<file path="config.mk">
export PLATFORM = sky130hd
export DESIGN_NAME = cmpxchg_rmw_seq
export DESIGN_NICKNAME = d
export VERILOG_FILES = /design/src/rtl/cmpxchg_rmw_seq.sv
export SDC_FILE = /design/constraint.sdc
export NUM_CORES = 1
export LEC_CHECK = 0
export CORE_AREA = 2 2 188 190
export CTS_CLUSTER_DIAMETER = 200
export DETAILED_ROUTE_END_ITERATION = 7
export DIE_AREA = 0 0 190 192
export SLEW_MARGIN = 20
export SYNTH_ARGS = -nofsm -noshare
export SYNTH_HDL_FRONTEND = slang
export SYNTH_SLANG_ARGS = --single-unit
</file>
<file path="constraint.sdc">
create_clock -name clk -period 2 [get_ports clk]
set_clock_uncertainty 0.05 [all_clocks]
set_input_delay 0.4 -clock clk [delete_from_list [all_inputs] [get_ports clk]]
set_output_delay 0.4 -clock clk [all_outputs]
set_load 0.03 [all_outputs]
</file>
<file path="src/rtl/cmpxchg_rmw_seq.sv">
// Locked read-modify-write sequencer around the CMPXCHG execute datapath; done at N+2 (reg) or N+4 (mem, zero-wait).
// Memory handshakes stall the FSM until acked; start is only taken in IDLE and is dropped otherwise.
module cmpxchg_rmw_seq #(
  parameter int ADDR_W = 32
) (
  input  logic              clk,
  input  logic              rst_n,
  input  logic              start,
  output logic              busy,
  input  logic [1:0]        size,
  input  logic              rm_is_mem,
  input  logic [ADDR_W-1:0] addr,
  input  logic [31:0]       rm_reg_val,
  input  logic [31:0]       src_val,
  input  logic [31:0]       acc_in,
  output logic [31:0]       dp_rm,
  output logic [31:0]       dp_r,
  output logic [31:0]       dp_acc,
  input  logic [31:0]       dp_dest,
  input  logic [31:0]       dp_acc_out,
  input  logic [5:0]        dp_eflags,
  output logic [ADDR_W-1:0] mem_addr,
  output logic              mem_rd_req,
  input  logic              mem_rd_ack,
  input  logic [31:0]       mem_rd_data,
  output logic              mem_wr_req,
  input  logic              mem_wr_ack,
  output logic [31:0]       mem_wr_data,
  output logic              mem_lock,
  output logic              done,
  output logic [31:0]       dest_out,
  output logic [31:0]       acc_out,
  output logic              rm_we,
  output logic              acc_we,
  output logic [5:0]        flags_out,
  output logic              flags_we
);

  localparam logic [2:0] S_IDLE   = 3'd0;
  localparam logic [2:0] S_RD_REQ = 3'd1;
  localparam logic [2:0] S_EXEC   = 3'd2;
  localparam logic [2:0] S_WR_REQ = 3'd3;
  localparam logic [2:0] S_DONE   = 3'd4;

  logic [2:0]        state_q;
  logic [2:0]        state_d;
  logic [31:0]       mask_q;
  logic              is_mem_q;
  logic [ADDR_W-1:0] addr_q;
  logic [31:0]       rm_q;
  logic [31:0]       r_q;
  logic [31:0]       acc_op_q;
  logic [31:0]       dest_q;
  logic [31:0]       acc_res_q;
  logic [5:0]        flags_q;
  logic              accept;
  logic [31:0]       start_mask;

  function automatic logic [31:0] size_mask(input logic [1:0] sz);
    case (sz)
      2'b00:   return 32'h0000_00FF;
      2'b01:   return 32'h0000_FFFF;
      default: return 32'hFFFF_FFFF;
    endcase
  endfunction

  assign accept     = (state_q == S_IDLE) && start;
  assign start_mask = size_mask(size);

  always_comb begin
    state_d = state_q;
    case (state_q)
      S_IDLE:   if (start) state_d = rm_is_mem ? S_RD_REQ : S_EXEC;
      S_RD_REQ: if (mem_rd_ack) state_d = S_EXEC;
      S_EXEC:   state_d = is_mem_q ? S_WR_REQ : S_DONE;
      S_WR_REQ: if (mem_wr_ack) state_d = S_DONE;
      S_DONE:   state_d = S_IDLE;
      default:  state_d = S_IDLE;
    endcase
  end

  always_ff @(posedge clk or negedge rst_n) begin
    if (!rst_n) begin
      state_q   <= S_IDLE;
      mask_q    <= 32'd0;
      is_mem_q  <= 1'b0;
      addr_q    <= '0;
      rm_q      <= 32'd0;
      r_q       <= 32'd0;
      acc_op_q  <= 32'd0;
      dest_q    <= 32'd0;
      acc_res_q <= 32'd0;
      flags_q   <= 6'd0;
    end else begin
      state_q <= state_d;
      if (accept) begin
        mask_q   <= start_mask;
        is_mem_q <= rm_is_mem;
        addr_q   <= addr;
        rm_q     <= rm_is_mem ? 32'd0 : (rm_reg_val & start_mask);
        r_q      <= src_val & start_mask;
        acc_op_q <= acc_in & start_mask;
      end
      if ((state_q == S_RD_REQ) && mem_rd_ack) begin
        rm_q <= mem_rd_data & mask_q;
      end
      // Results are masked again so a sloppy datapath cannot leak upper bits.
      if (state_q == S_EXEC) begin
        dest_q    <= dp_dest & mask_q;
        acc_res_q <= dp_acc_out & mask_q;
        flags_q   <= dp_eflags;
      end
    end
  end

  assign busy        = (state_q != S_IDLE);
  assign dp_rm       = rm_q;
  assign dp_r        = r_q;
  assign dp_acc      = acc_op_q;
  assign mem_addr    = addr_q;
  assign mem_rd_req  = (state_q == S_RD_REQ);
  assign mem_wr_req  = (state_q == S_WR_REQ);
  assign mem_wr_data = (state_q == S_WR_REQ) ? dest_q : 32'd0;
  // Lock spans read, execute and write so no other master sees the half-updated location.
  assign mem_lock    = (state_q == S_RD_REQ) || (state_q == S_WR_REQ) ||
                       ((state_q == S_EXEC) && is_mem_q);
  assign done        = (state_q == S_DONE);
  assign flags_we    = done;
  assign acc_we      = done && !flags_q[3];
  assign rm_we       = done && !is_mem_q && flags_q[3];
  assign dest_out    = dest_q;
  assign acc_out     = acc_res_q;
  assign flags_out   = flags_q;

endmodule

</file>
== Yosys cells after proc, flatten, opt, wreduce, memory -nomap -nowiden ==
Cells that the tools add are included.
Word-level totals
  register bits: 234
  latch bits: 0
  RAM bits: 0
  ROM bits: 0
  input port bits: 238
  output and inout port bits: 238
  word-level logic and storage cells: 50
  memories kept: 0
Operators by class
  add/subtract/negate cells: 0
  multipliers: 0
  div/mod/pow operators: 0
  magnitude comparators: 0
  equality and inequality tests: 8
  shifts and indexed selects: 0
  muxes and demuxes: 11
  bitwise logic cells: 6
  reduce and logical (&&, ||, !) cells: 15
Operator list (number)
  $and 32x32->32: 6
  $mux 32: 4
  $pmux 32 s2: 1
  $mux 3: 4
  $pmux 3 s4: 1
  $eq 3x2->1 const B: 2
  $logic_and 1x1->1: 6
  $ne 2x1->1 const B: 2
  $eq 3x1->1 const B: 1
  $eq 3x3->1 const B: 1
  $logic_not 3->1: 1
  $reduce_and 3->1: 1
  $reduce_bool 3->1: 1
  $eq 2x1->1 const B: 1
  $logic_not 1->1: 2
  $logic_not 2->1: 1
  $logic_or 1x1->1: 2
  $mux 2: 1
  $ne 2x2->1 const B: 1
  $reduce_bool 2->1: 1

== Depth between registers and ports, before layout ==
  depth in word-level cells: 6
  mapped depth: 7
  depth with buffers taken out: 3

== Worst setup path after synthesis ==
No wires, ideal clock.
  path kind: reg-to-output
  from: reg state_q[2]
  to: out mem_wr_data[23]
  arrival: 1.591 ns
  data required time: 1.550 ns
  slack: -0.041 ns
  stages on the path, launching flop included: 5
  buffers on the path: 2
  cells stage by stage: dfrtp_1 -> buf_6 -> and3b_1 -> clkbuf_1 -> and2_1
On the way
  longest elaborated chain between the ends: 2
RTL lines
  from (decl): RTL line 45  | logic [2:0] state_q;
  from (signal assigned): RTL line 95  | state_q <= state_d;
  $eq 3x2->1
  net mem_wr_req: RTL line 26  | output logic mem_wr_req,
  $mux 32: RTL line 123  | assign mem_wr_data = (state_q == S_WR_REQ) ? dest_q : 32'd0;
  to (decl): RTL line 28  | output logic [31:0] mem_wr_data,
The timed path passes the listed nets, and every way through them passes these cells.

== Final worst setup path ==
  from: reg state_q[1]
  to: out mem_wr_data[27]
On the way
  longest elaborated chain between the ends: 2
RTL lines (RTL line)
  $eq 3x2->1: 123
  $mux 32: 123
Every way passes these cells.

==> impl_metrics.py <==
metrics = {
    "layout": {
        "nFillCells": 3298,
        "drive_above_1_share_pct": 17.6,
        "final_util_pct": 46.6,
        "area_growth_syn_to_layout_pct": 82.8,
        "nets": 1678,
        "design_area_mm2": 0.0160,
        "finalNonFillerCells": 1912,
    },
    "drt": {
        "route.detailed.drc": 0,
        "finalWirelength_um": 35100,
        "via_count": 8456,
        "drtIter0Drc": 394,
        "dr.pass1.iters": 4,
        "routedWlPerCell_um": 18.4,
        "vias_per_cell": 4.42,
        "ant_nets": 0,
    },
    "yosys": {
        "yosysUniqueCellTypes": 35,
        "synthTopCellsByCount": "nand2_1, dfrtp_1, o21ai_0, nand3_1, clkbuf_1",
        "synth.most_common_cell": "nand2_1",
        "synth_ff_type": "dfrtp_1",
        "synth_edf_count": 0,
        "ys_warn_count": 0,
        "synth_area_leaders": "dfrtp_1, nand2_1, o21ai_0",
        "syn-num-nets": 1169,
        "synth_cells": 931,
        "synth_top_cell_area_share_pct": 58.7,
        "yosysTopAreaCell": "dfrtp_1",
        "ys_ff_latch": 205,
        "synthArstFlopShare_pct": 100,
        "synth.avg_cell_area_um2": 9.38,
        "synth_area_mm2": 0.00873,
        "seq_area_frac_synth_pct": 58.7,
    },
    "worst_setup_path": {
        "path_max_fanout": 8,
        "path_common_cell": "buf_6",
        "slowest_stage": "dfrtp_1",
        "cp_data_arrival_time_ps": 1860,
        "critPathMaxStageDelay_ps": 390,
        "start_kind": "flop",
        "critPathKind": "reg -> out",
        "end_kind": "output port",
        "cp_cell_sequence": "buf_6, and3b_2, buf_12, buf_16, and2_4, buf_6",
        "r2r_setup_slack_ps": -60,
        "worstPathRequired_ps": 1550,
    },
    "placement": {
        "dpl_cell_area_mm2": 0.0141,
        "dp_hpwl_um": 24000,
        "place_ws_ps": -150,
        "gp_congestion": 0.806,
        "placed_cells": 1826,
        "portBuffers": 475,
    },
    "sta": {
        "fin_hold_ws_ps": 249,
        "fin_ws_ps": -306,
        "setup_viol": 46,
        "worst_pin_slew_ps": 891,
        "fmax_ghz": 0.434,
        "rsz0062_at_grt": "true",
        "min_period_over_period_pct": 115,
        "slew_headroom_pct": 40.4,
        "hold_viol": 0,
        "final.setup.tns_ps": -8550,
        "slew_viol_final": 0,
        "min_period_ps": 2310,
    },
    "global_routing": {
        "grt_pass1_wl_um": 49600,
        "grt_max_degree": 79,
        "grt_pass1_vias": 8478,
        "grt_overflow": 0,
        "grt_util_all_layers_pct": 17.5,
        "antenna_found_initial": 2,
    },
    "job": {
        "cap_violations": 0,
    },
    "clock_tree": {
        "cts_buffers": 24,
        "cts_buffer_depth": 3,
        "clk_latency_ps": 510,
        "clockRootBuffer": "clkbuf_16",
        "cts.sinks": 205,
        "cts_tree": "built",
        "cts_max_level": 1,
        "clk_pin_slew_ps": 60,
    },
    "floorplanning": {
        "io_pins": 476,
        "core_mm2": 0.0343,
        "num_rows": 68,
        "die_x_um": 190,
        "die_h_um": 192,
        "dieArea_mm2": 0.0365,
        "initial_core_util_pct": 25.5,
    },
    "power_and_ir_drop": {
        "power.density_mw_per_mm2": 1550,
        "leakage_nw": 7.95,
        "peakVddDrop_uv": 801,
        "finalPower_mw": 24.8,
    },
    "run_status": {
        "status": "complete, but fails checks",
        "failed_checks": "setup timing",
    },
    "min_path": {
        "hold_class": "in -> reg",
    },
}
flip-flops by register name (all words and copies together) (netlist names):
signal	flops
dp_r	32
is_mem_q	1
flags_out	6
acc_out	32
mask_q	3
dp_acc	32
dp_rm	32
mem_addr	32
state_q	3
dest_out	32
path summary, 6_finish.rpt:
kind | startpoint | to | cells past startpoint
hold / removal | size[1] | mask_q[30]$_DFFE_PN0P_ | 3
setup reg to reg | state_q[0]$_DFFE_PN0P_ | dp_rm[25]$_DFFE_PN0P_ | 10
hold reg to reg | dp_acc[20]$_DFFE_PN0P_ | dp_acc[20]$_DFFE_PN0P_ | 2
setup / recovery | state_q[1]$_DFFE_PN0P_ | mem_wr_data[27] | 6
min in group asynchronous | rst_n | acc_out[6]$_DFFE_PN0N_ | 2
max in group asynchronous | rst_n | dp_acc[20]$_DFFE_PN0P_ | 3
worst max-delay path: cells and delay by family (launching register included):
family        cells  cell delay [ps]
buf+inv           4              550
flops             1              390
simple gates      2              390
layer usage:
| layer | vias to the layer above | GRT usage (%) | wire, µm |
|---|---|---|---|
| li1 | 4078 | - | - |
| met1 | 4060 | 21.5 | 14400 |
| met2 | 268 | 30.7 | 17700 |
| met3 | 48 | 4.28 | 2260 |
| met4 | 2 | 4.38 | 693 |
| met5 | - | 0 | 13 |
kinds of logic (layout without fill, tap and decap cells):
kind of cell / Yosys count / after routing / share of synthesized area (%)
flip-flops: 205 / 205 / 58.7
other: 0 / 1 / 0
AND/OR/NAND/NOR: 491 / 493 / 24.9
AO/OA/AOI/OAI: 128 / 128 / 8.49
multiplexers: 31 / 31 / 3.65
buffers and inverters: 76 / 599 / 4.21
power breakdown:
part	total, mW	switching (mW)	internal [mW]
clock network	4.55	1.74	2.81
registers	7.08	1.15	5.93
logic	13.2	7.99	5.17
cell type report:
type | count | area, µm² | share of cell area (%)
Antenna cell | 1 | 2.50 | 0.0157
Clock buffer | 33 | 696 | 4.36
Clock inverter | 9 | 125 | 0.784
Inverter | 2 | 10.0 | 0.0627
Multi-Input combinational cell | 652 | 3640 | 22.8
Sequential cell | 205 | 5130 | 32.1
Tap cell | 455 | 569 | 3.57
Timing Repair Buffer | 555 | 5790 | 36.3
repair_timing:
item                                   4_1_cts  5_1_grt
setup buffers                                9       16
pin swaps                                   16       55
hold buffers                                 1        0
gates resized for setup                    273      135
setup endpoints to repair                  230      137
gates cloned                                 3       14
endpoints found under the hold margin       41        0
layout by cell type, fill, tap and decap left out, types with 8 or more instances in the layout:
master           Yosys  final
a22o_1              16     16
and2_4               0     26
and3b_1             17     16
buf_12               0     19
buf_4                3     23
buf_6                6     55
buf_8                0     10
clkbuf_16            0     35
clkdlybuf4s50_1      0    235
dfrtp_1            205    204
dlygate4sd2_1        0    190
dlymetal6s2s_1       0      8
mux2i_1             24     23
nand2_1            352    332
nand2_2              0     13
nand3_1             64     46
nand3_2              0     15
nor2b_1             10     10
o21ai_0             88     64
o21ai_1              0     24
No activity file was read; power rests on OpenSTA's default activity.
